===== config.mk =====
export PLATFORM = sky130hd
export DESIGN_NAME = uart_rx
export DESIGN_NICKNAME = d
export VERILOG_FILES = /design/src/rtl/uart_pkg.sv /design/src/rtl/sync_2ff.sv /design/src/rtl/uart_rx.sv
export SDC_FILE = /design/constraint.sdc
export NUM_CORES = 1
export LEC_CHECK = 0
export ABC_CLOCK_PERIOD_IN_PS = 2900
export BUFFER_PORTS_ARGS = -buffer_cell sky130_fd_sc_hd__buf_2
export CORE_MARGIN = 3
export CORE_UTILIZATION = 51
export CTS_BUF_LIST = sky130_fd_sc_hd__clkbuf_8
export CTS_CLUSTER_SIZE = 20
export DETAILED_ROUTE_END_ITERATION = 7
export GPL_TIMING_DRIVEN = 1
export PLACE_DENSITY = 0.75
export SLEW_MARGIN = 20
export SYNTH_ARGS = -nofsm -noshare
export SYNTH_HDL_FRONTEND = slang
export SYNTH_SLANG_ARGS = --single-unit

===== constraint.sdc =====
create_clock -name clk -period 2.9 [get_ports clk]
set_clock_uncertainty 0.05 [all_clocks]
set_input_delay 0.58 -clock clk [delete_from_list [all_inputs] [get_ports clk]]
set_output_delay 0.58 -clock clk [all_outputs]
set_load 0.005 [all_outputs]

===== src/rtl/uart_pkg.sv =====
// Shared UART definitions: receiver FSM state encodings and bit-timing derivation,
// so the transmitter and receiver agree on the same constants.
package uart_pkg;

    localparam logic [1:0] StIdle  = 2'd0;
    localparam logic [1:0] StStart = 2'd1;
    localparam logic [1:0] StData  = 2'd2;
    localparam logic [1:0] StStop  = 2'd3;

    // Clock cycles per bit: f_MHz * 1e6 / baud_rate, truncated.
    function automatic int unsigned calc_t_baud(input int unsigned f_mhz,
                                                input int unsigned baud);
        return (f_mhz * 32'd1000000) / baud;
    endfunction

    // Cycles from the start-bit edge to its midpoint.
    function automatic int unsigned calc_half(input int unsigned t_baud);
        return t_baud / 2;
    endfunction

endpackage


===== src/rtl/sync_2ff.sv =====
// Two-flop synchronizer for one asynchronous input bit, with a configurable reset value.
module sync_2ff #(
    parameter logic ResetVal = 1'b1
) (
    input  logic clk_i,
    input  logic rst_i,
    input  logic d_i,
    output logic q_o
);

    logic meta_q;
    logic sync_q;

    always_ff @(posedge clk_i or posedge rst_i) begin
        if (rst_i) begin
            meta_q <= ResetVal;
            sync_q <= ResetVal;
        end else begin
            meta_q <= d_i;
            sync_q <= meta_q;
        end
    end

    assign q_o = sync_q;

endmodule


===== src/rtl/uart_rx.sv =====
// UART receiver: mid-bit sampling of a synchronized RX line, LSB-first, one stop bit,
// with a single-entry output register guarded by a valid/ack handshake.
module uart_rx
    import uart_pkg::*;
#(
    parameter int unsigned n         = 8,
    parameter int unsigned f_MHz     = 50,
    parameter int unsigned baud_rate = 9600
) (
    input  logic         clk,
    input  logic         rst,
    input  logic         RX,
    input  logic         data_ack,
    output logic [n-1:0] data_out,
    output logic         data_valid,
    output logic         frame_err,
    output logic         overrun,
    output logic         busy
);

    localparam int unsigned TBaud = calc_t_baud(f_MHz, baud_rate);
    localparam int unsigned Half  = calc_half(TBaud);
    localparam int unsigned CntTW = (TBaud > 1) ? $clog2(TBaud) : 1;
    localparam int unsigned CntIW = $clog2(n + 1);

    localparam logic [CntTW-1:0] BitLast  = CntTW'(TBaud - 1);
    localparam logic [CntTW-1:0] HalfLast = CntTW'(Half - 1);
    localparam logic [CntTW-1:0] CntTOne  = CntTW'(1);
    localparam logic [CntIW-1:0] DataLast = CntIW'(n - 1);
    localparam logic [CntIW-1:0] CntIOne  = CntIW'(1);

    logic rx_s;

    logic [1:0]       state_q, state_d;
    logic [CntTW-1:0] cnt_t_q, cnt_t_d;
    logic [CntIW-1:0] cnt_i_q, cnt_i_d;
    logic [n-1:0]     shift_q, shift_d;
    logic [n-1:0]     data_out_q, data_out_d;
    logic             data_valid_q, data_valid_d;
    logic             frame_err_q, frame_err_d;
    logic             overrun_q, overrun_d;

    sync_2ff #(
        .ResetVal (1'b1)
    ) u_sync (
        .clk_i (clk),
        .rst_i (rst),
        .d_i   (RX),
        .q_o   (rx_s)
    );

    always_comb begin
        state_d      = state_q;
        cnt_t_d      = cnt_t_q;
        cnt_i_d      = cnt_i_q;
        shift_d      = shift_q;
        data_out_d   = data_out_q;
        data_valid_d = data_valid_q;
        frame_err_d  = 1'b0;
        overrun_d    = 1'b0;

        // An ack only matters while data is pending; a completing frame below re-arms valid.
        if (data_ack) begin
            data_valid_d = 1'b0;
        end

        unique case (state_q)
            StIdle: begin
                if (!rx_s) begin
                    state_d = StStart;
                    cnt_t_d = '0;
                end
            end
            StStart: begin
                if (cnt_t_q == HalfLast) begin
                    cnt_t_d = '0;
                    if (!rx_s) begin
                        state_d = StData;
                        cnt_i_d = '0;
                    end else begin
                        state_d = StIdle;
                    end
                end else begin
                    cnt_t_d = cnt_t_q + CntTOne;
                end
            end
            StData: begin
                if (cnt_t_q == BitLast) begin
                    cnt_t_d        = '0;
                    shift_d        = shift_q >> 1;
                    shift_d[n-1]   = rx_s;
                    cnt_i_d        = cnt_i_q + CntIOne;
                    if (cnt_i_q == DataLast) begin
                        state_d = StStop;
                    end
                end else begin
                    cnt_t_d = cnt_t_q + CntTOne;
                end
            end
            StStop: begin
                if (cnt_t_q == BitLast) begin
                    cnt_t_d = '0;
                    state_d = StIdle;
                    if (rx_s) begin
                        data_out_d   = shift_q;
                        data_valid_d = 1'b1;
                        overrun_d    = data_valid_q & ~data_ack;
                    end else begin
                        frame_err_d  = 1'b1;
                    end
                end else begin
                    cnt_t_d = cnt_t_q + CntTOne;
                end
            end
            default: begin
                state_d = StIdle;
            end
        endcase
    end

    always_ff @(posedge clk or posedge rst) begin
        if (rst) begin
            state_q      <= StIdle;
            cnt_t_q      <= '0;
            cnt_i_q      <= '0;
            shift_q      <= '0;
            data_out_q   <= '0;
            data_valid_q <= 1'b0;
            frame_err_q  <= 1'b0;
            overrun_q    <= 1'b0;
        end else begin
            state_q      <= state_d;
            cnt_t_q      <= cnt_t_d;
            cnt_i_q      <= cnt_i_d;
            shift_q      <= shift_d;
            data_out_q   <= data_out_d;
            data_valid_q <= data_valid_d;
            frame_err_q  <= frame_err_d;
            overrun_q    <= overrun_d;
        end
    end

    assign data_out   = data_out_q;
    assign data_valid = data_valid_q;
    assign frame_err  = frame_err_q;
    assign overrun    = overrun_q;
    assign busy       = (state_q != StIdle);

endmodule


==> results of run 1 <==
-- power by group --
group	leakage (nW)	internal (mW)	total, mW	switching [mW]
Clock	0.0548	0.259	0.460	0.201
Combinational	0.534	0.00309	0.0143	0.0112
Sequential	0.537	0.560	0.562	0.00173
-- metrics by stage --
step	utilization	std cells	instance area (µm²)	hold slack [ns]
finish	0.612	223	2120	0.310
global route	0.612	223	2120	0.314
CTS	0.612	223	2120	0.313
detailed placement	0.579	215	2010	0.301
global placement	0.579	215	2010	0.299
floorplan	-	161	1920	0.295
-- synthesized netlist by cell type (2+ instances only) --
library cell and count:
sky130_fd_sc_hd__a21oi_1 4, sky130_fd_sc_hd__a22o_1 4, sky130_fd_sc_hd__a31oi_1 11, sky130_fd_sc_hd__a41oi_1 3, sky130_fd_sc_hd__and3_1 4, sky130_fd_sc_hd__and4bb_1 2
sky130_fd_sc_hd__buf_2 2, sky130_fd_sc_hd__buf_4 2, sky130_fd_sc_hd__buf_6 2, sky130_fd_sc_hd__clkbuf_1 2, sky130_fd_sc_hd__dfrtp_1 38, sky130_fd_sc_hd__dfstp_2 2
sky130_fd_sc_hd__ha_1 2, sky130_fd_sc_hd__inv_1 4, sky130_fd_sc_hd__mux2_2 16, sky130_fd_sc_hd__mux2i_1 4, sky130_fd_sc_hd__nand2_1 19, sky130_fd_sc_hd__nand2b_1 4
sky130_fd_sc_hd__nand3_1 5, sky130_fd_sc_hd__nand4_1 2, sky130_fd_sc_hd__nor2_1 5, sky130_fd_sc_hd__nor2b_1 2
-- cell families (layout without fill, tap and decap cells) --
kind of cell	count (synthesis)	after routing	share of synthesized area
XOR/XNOR	2	2	0.00912
AND/OR/NAND/NOR	57	57	0.192
multiplexers	20	20	0.115
AO/OA/AOI/OAI	28	28	0.113
flip-flops	40	40	0.522
adder cells (fa/ha/maj)	2	2	0.0130
buffers and inverters	12	28	0.0365
-- placed cells by master (no fill, tap or decap), drive strengths merged, types with 2 or more instances in the layout --
master / instances
a21oi: 4
a22o: 4
a31oi: 11
a41oi: 4
and3: 5
and4bb: 3
buf: 16
clkbuf: 5
dfrtp: 38
dfstp: 2
ha: 2
inv: 5
mux2: 16
mux2i: 4
nand2: 19
nand2b: 4
nand3: 5
nand4: 4
nor2: 5
nor2b: 2
-- state kept, by name (all words and copies together), names as in the netlist, named ones only --
register,cells
u_sync.meta_q,1
data_out,8
cnt_t_q,13
data_valid,1
overrun,1
cnt_i_q,4
frame_err,1
u_sync.q_o,1
shift_q,8
state_q,1
-- worst paths after layout --
kind,from,endpoint,slack (ns)
setup / recovery,cnt_t_q[0]$_DFFE_PP0P_,cnt_t_q[5]$_DFFE_PP0P_,0.37
hold / removal,u_sync.meta_q$_DFF_PP1_,u_sync.q_o$_DFF_PP1_,0.31
setup reg to reg,cnt_t_q[0]$_DFFE_PP0P_,cnt_t_q[5]$_DFFE_PP0P_,0.37
hold reg to reg,u_sync.meta_q$_DFF_PP1_,u_sync.q_o$_DFF_PP1_,0.31
max in group asynchronous,rst,u_sync.q_o$_DFF_PP1_,2.12
min in group asynchronous,rst,cnt_t_q[1]$_DFFE_PP0P_,0.33
-- worst max-delay path: stages, from the launching register on --
cell and delay [ns]:
sky130_fd_sc_hd__dfrtp_1 0.45, sky130_fd_sc_hd__ha_1 0.30, sky130_fd_sc_hd__and4bb_1 0.27, sky130_fd_sc_hd__and3_1 0.27, sky130_fd_sc_hd__o22ai_2 0.71, sky130_fd_sc_hd__a41oi_1 0.22
sky130_fd_sc_hd__a31oi_1 0.19
-- layout make-up --
type / instances / area share
clock buffer: 5 / 0.0324
multi-input combinational: 109 / 0.400
timing repair buffer: 16 / 0.0389
tap: 46 / 0.0271
inverter: 4 / 0.00708
clock inverter: 3 / 0.0218
sequential: 40 / 0.473
-- metal layers --
| layer | part of all wire | global-route usage | up-vias |
|---|---|---|---|
| met5 | 0 | 0 | - |
| met4 | 0.021 | 0.0810 | 0 |
| met3 | 0.053 | 0.0549 | 8 |
| met2 | 0.48 | 0.275 | 35 |
| met1 | 0.45 | 0.225 | 646 |
| li1 | - | - | 621 |
==> impl_metrics.tcl, run 1 <==
set metrics [dict create \
    status "finished clean" \
    grt_max_degree 41 \
    drt_pre_antenna_iters 5 \
    postCtsSetupBuffers 0 \
    total_leakage_power_nw 1.13 \
    timing_worst_slew_pin_value_ns 0.900 \
    yosysSeqAreaShare 0.522 \
    worst_setup_path_type "flop to flop" \
    detail_route.drc_violations 0 \
    yosys-top-cells-area "sky130_fd_sc_hd__dfrtp_1 49%, sky130_fd_sc_hd__mux2_2 9.4%, sky130_fd_sc_hd__nand2_1 3.7%" \
    detailroute.via_count 1310 \
    wl_per_cell_um 15.3 \
    htree_levels 2 \
    slew-limit-headroom 0.400 \
    clk_pin_slew_worst_paths_ns 0.08 \
    max_clock_freq_mhz 395 \
    postLayoutSetupSlackWorst_ns 0.366 \
    clock_path_buffers 2 \
    tns_ns 0 \
    timing.final.setup_violations 0 \
    finalWorstPathRequiredPeriod_ns 2.53 \
    total_power_mw 1.04 \
    nFillCells 298 \
    clk_latency_ns 0.29 \
    biggest_fanout_along_the_worst_timing_path 22 \
    design.final.nets 182 \
    slew_viol_final 0 \
    num_antenna_cells 0 \
    maxCapViolCount 0 \
    dpl.hpwl_um 2300 \
    ys_ff_latch 40 \
    power.density_mw_per_mm2 488 \
    start_kind "flop" \
    post_cts_sizing 0 \
    dieWidth_um 67.4 \
    ioPinCount 16 \
    initial_cell_density_of_the_core 0.554 \
    worstHoldPathType "flop to flop" \
    netlist.area_leader.share 0.495 \
    rows 21 \
    post_synthesis_net_count 167 \
    edff_count_synth 0 \
    dp_slack_ns 0.445 \
    area.sequential_mm2 0.00100 \
    min_path_cells 0 \
    rr_worst_depth 6 \
    netlist.top_cell.by_area "sky130_fd_sc_hd__dfrtp_1" \
    drt-total-wl_um 3420 \
    area_of_the_multi_input_gates_um2 848 \
    avgViaCountPerCell 5.87 \
    unrepaired_setup_endpoints_after_global_routing "no" \
    max-vdd-ir-drop_uv 380 \
    tritoncts "yes" \
    area_delta_synth_final_pct 10.4 \
    finalHoldViolations 0 \
    final_min_period_over_clock_period 0.874 \
    grt_pass1_wl_um 5880 \
    floorplan.die_area_mm2 0.00454 \
    ys_warnings 0 \
    globalRouteOverflowTotal 0 \
    worst_ep_arrival_time_ns 2.70 \
    fp.dieH_um 67.4 \
    postCtsHoldBufs 0 \
    grt_antenna_before_repair 0 \
    numClockSinks 40 \
    required_time_of_the_critical_path_ns 3.07 \
    syn_area_per_cell_um2 11.9 \
    main_flop_type_after_synthesis "sky130_fd_sc_hd__dfrtp_1" \
    drt_first_iter_violations 68 \
    place_congestion 0.833 \
    floorplan.core_area_mm2 0.00347 \
    yosysUniqueCellTypes 44 \
    final_layout_size_suffix_gt1_frac 0.305 \
    cts_buffers 5 \
    io_buffers 15 \
    drtAntennaViolNets 0 \
    setup.worst_path.end_class "flop" \
    synth_area_mm2 0.00192 \
    synthArstFlopShare 1.00 \
    grt_pass1_vias 1278 \
    cts-root-buf "sky130_fd_sc_hd__clkbuf_8" \
    grtUsageTotal 0.177 \
    syn_inst 161 \
]
Note: power is estimated with default switching activity, not from simulation.
==> run 2: changes to the inputs <==
==> constraint.sdc (replaced) <==
create_clock -name clk -period 2.9 [get_ports clk]
set_clock_uncertainty 0.05 [all_clocks]
set_input_delay 0.145 -clock clk [delete_from_list [all_inputs] [get_ports clk]]
set_output_delay 0.145 -clock clk [all_outputs]
set_load 0.005 [all_outputs]
==> run 2 against run 1 <==
Critical path depth unchanged; flip-flop and latch count unchanged; via count is 0.99% lower; register-to-register slack about the same; sequential share of layout area down 0.22 points; maximum frequency grew 0.29%; routed wire length is 0.26% higher; clock-buffer cell count grew 1; critical endpoint unchanged.
==> impl_metrics.tcl, run 2 (same netlist as run 1, synthesis figures left out) <==
set metrics [dict create \
    status "finished clean" \
    detailroute.via_count 1297 \
    dpl.hpwl_um 2450 \
    postCtsHoldBufs 2 \
    htree_levels 2 \
    cts-root-buf "sky130_fd_sc_hd__clkbuf_8" \
    final_min_period_over_clock_period 0.871 \
    place_area_mm2 0.00201 \
    clock_path_buffers 2 \
    slew_viol_final 0 \
    largest-register "cnt_t_q" \
    grtUsageTotal 0.192 \
    grt_max_degree 23 \
    clk_latency_ns 0.29 \
    final_cell_count_without_fillers 226 \
    layout_commonest_cell "sky130_fd_sc_hd__dfrtp_1" \
    final_layout_size_suffix_gt1_frac 0.306 \
    detail_route.drc_violations 0 \
    largest_register_ff_count 13 \
    num_antenna_cells 0 \
    area_delta_synth_final_pct 10.9 \
    total_leakage_power_nw 1.13 \
    grt_pass1_wl_um 6350 \
    biggest_fanout_along_the_worst_timing_path 22 \
    floorplan.core_area_mm2 0.00347 \
    initial_cell_density_of_the_core 0.554 \
    wl_per_cell_um 15.2 \
    post_cts_sizing 0 \
    layout.cells.most_common_list "38 x sky130_fd_sc_hd__dfrtp_1, 19 x sky130_fd_sc_hd__nand2_1, 16 x sky130_fd_sc_hd__mux2_2, 15 x sky130_fd_sc_hd__buf_2, 11 x sky130_fd_sc_hd__a31oi_1" \
    unrepaired_setup_endpoints_after_global_routing "no" \
    grtUsageMet2 0.308 \
    grt_util_met3 0.0549 \
    max-vdd-ir-drop_uv 297 \
    max_clock_freq_mhz 396 \
    drt_pre_antenna_iters 4 \
    tritoncts "yes" \
    finalWorstPathRequiredPeriod_ns 2.53 \
    clk_pin_slew_worst_paths_ns 0.08 \
    finalHoldViolations 0 \
    crit_path_slowest_cell "sky130_fd_sc_hd__or3b_2" \
    place_congestion 0.855 \
    drtAntennaViolNets 0 \
    rows 21 \
    worst_setup_path_type "flop to flop" \
    ioPinCount 16 \
    timing.final.setup_violations 0 \
    start_kind "flop" \
    worst_ep_arrival_time_ns 2.63 \
    fp.dieH_um 67.4 \
    total_power_uw 964 \
    postLayoutSetupSlackWorst_ns 0.373 \
    numClockSinks 40 \
    postCtsSetupBuffers 0 \
    io_buffers 15 \
    finish.instance_area_mm2 0.00213 \
    worst_path_largest_cell_delay_ns 0.51 \
    required_time_of_the_critical_path_ns 3.01 \
    setup.worst_path.end_class "flop" \
    worstHoldPathType "primary input to flop" \
    grt_antenna_before_repair 0 \
    dp_slack_ns 0.422 \
    drt-total-wl_um 3430 \
    tns_ns 0 \
    drt_first_iter_violations 98 \
    power.density_mw_per_mm2 452 \
    avgViaCountPerCell 5.74 \
    floorplan.die_area_mm2 0.00454 \
    dieWidth_um 67.4 \
    globalRouteMet1Util 0.242 \
    maxCapViolCount 0 \
    grt_pass1_vias 1372 \
    globalRouteOverflowTotal 0 \
    design.final.nets 185 \
    slew-limit-headroom 0.426 \
    timing_worst_slew_pin_value_ns 0.861 \
    place.detailed.instances 216 \
    cts_buffers 5 \
    critical_path.cell_chain "ha_1 > or3b_2 > nor4_4 > o22ai_2 > a41oi_1 > a31oi_1" \
    globalRoute.busiestLayer "met2" \
]
run 2: cell count changes in the layout (fill, tap and decap cells not counted), sizes merged:
cell         change
inv              -1
clkinvlp         +1
clkbuf           +1
bufinv           -1
buf              +1
dlygate4sd3      +2
run 2: per-layer routing:
metal | up-vias | share of wire
met1 | 644 | 0.44
li1 | 625 | -
met2 | 22 | 0.50
met3 | 6 | 0.036
met5 | - | 0
met4 | 0 | 0.019
run 2: final cells by class:
class	instances	area (µm²)
tap	46	57.6
multi-input combinational	109	848
fill	301	1340
inverter	4	15.0
clock buffer	6	82.6
timing repair buffer	19	110
clock inverter	2	15.0
sequential	40	1000
run 2: final timing paths:
path / from / end / slack, ns / cells past startpoint
max in group asynchronous: rst / u_sync.q_o$_DFF_PP1_ / 1.85 / 4
min in group asynchronous: rst / data_out[3]$_DFFE_PP0P_ / 0.33 / 3
max: cnt_t_q[0]$_DFFE_PP0P_ / cnt_t_q[5]$_DFFE_PP0P_ / 0.37 / 6
min reg2reg: u_sync.meta_q$_DFF_PP1_ / u_sync.q_o$_DFF_PP1_ / 0.31 / 0
min: data_ack / overrun$_DFF_PP0_ / 0.06 / 3
max reg2reg: cnt_t_q[0]$_DFFE_PP0P_ / cnt_t_q[5]$_DFFE_PP0P_ / 0.37 / 6
run 2: through the flow:
stage | hold WS, ns | utilization
finish | 0.0608 | 0.615
global route | 0.0920 | 0.615
CTS | 0.0595 | 0.615
detailed placement | 0.112 | 0.581
global placement | 0.0895 | 0.581
floorplan | 0.0995 | -
run 2: power breakdown:
| group | internal [mW] | switching, mW |
|---|---|---|
| Sequential | 0.560 | 0.00163 |
| Combinational | 0.00568 | 0.0124 |
| Clock | 0.192 | 0.192 |
| Total | 0.758 | 0.206 |
run 2: critical path: cells and delay by family (launching register included):
kind	cells	cell delay [ns]
AND/OR/NAND/NOR	2	0.89
AO/OA/AOI/OAI	3	0.74
flip-flops	1	0.43
adder cells (fa/ha/maj)	1	0.29
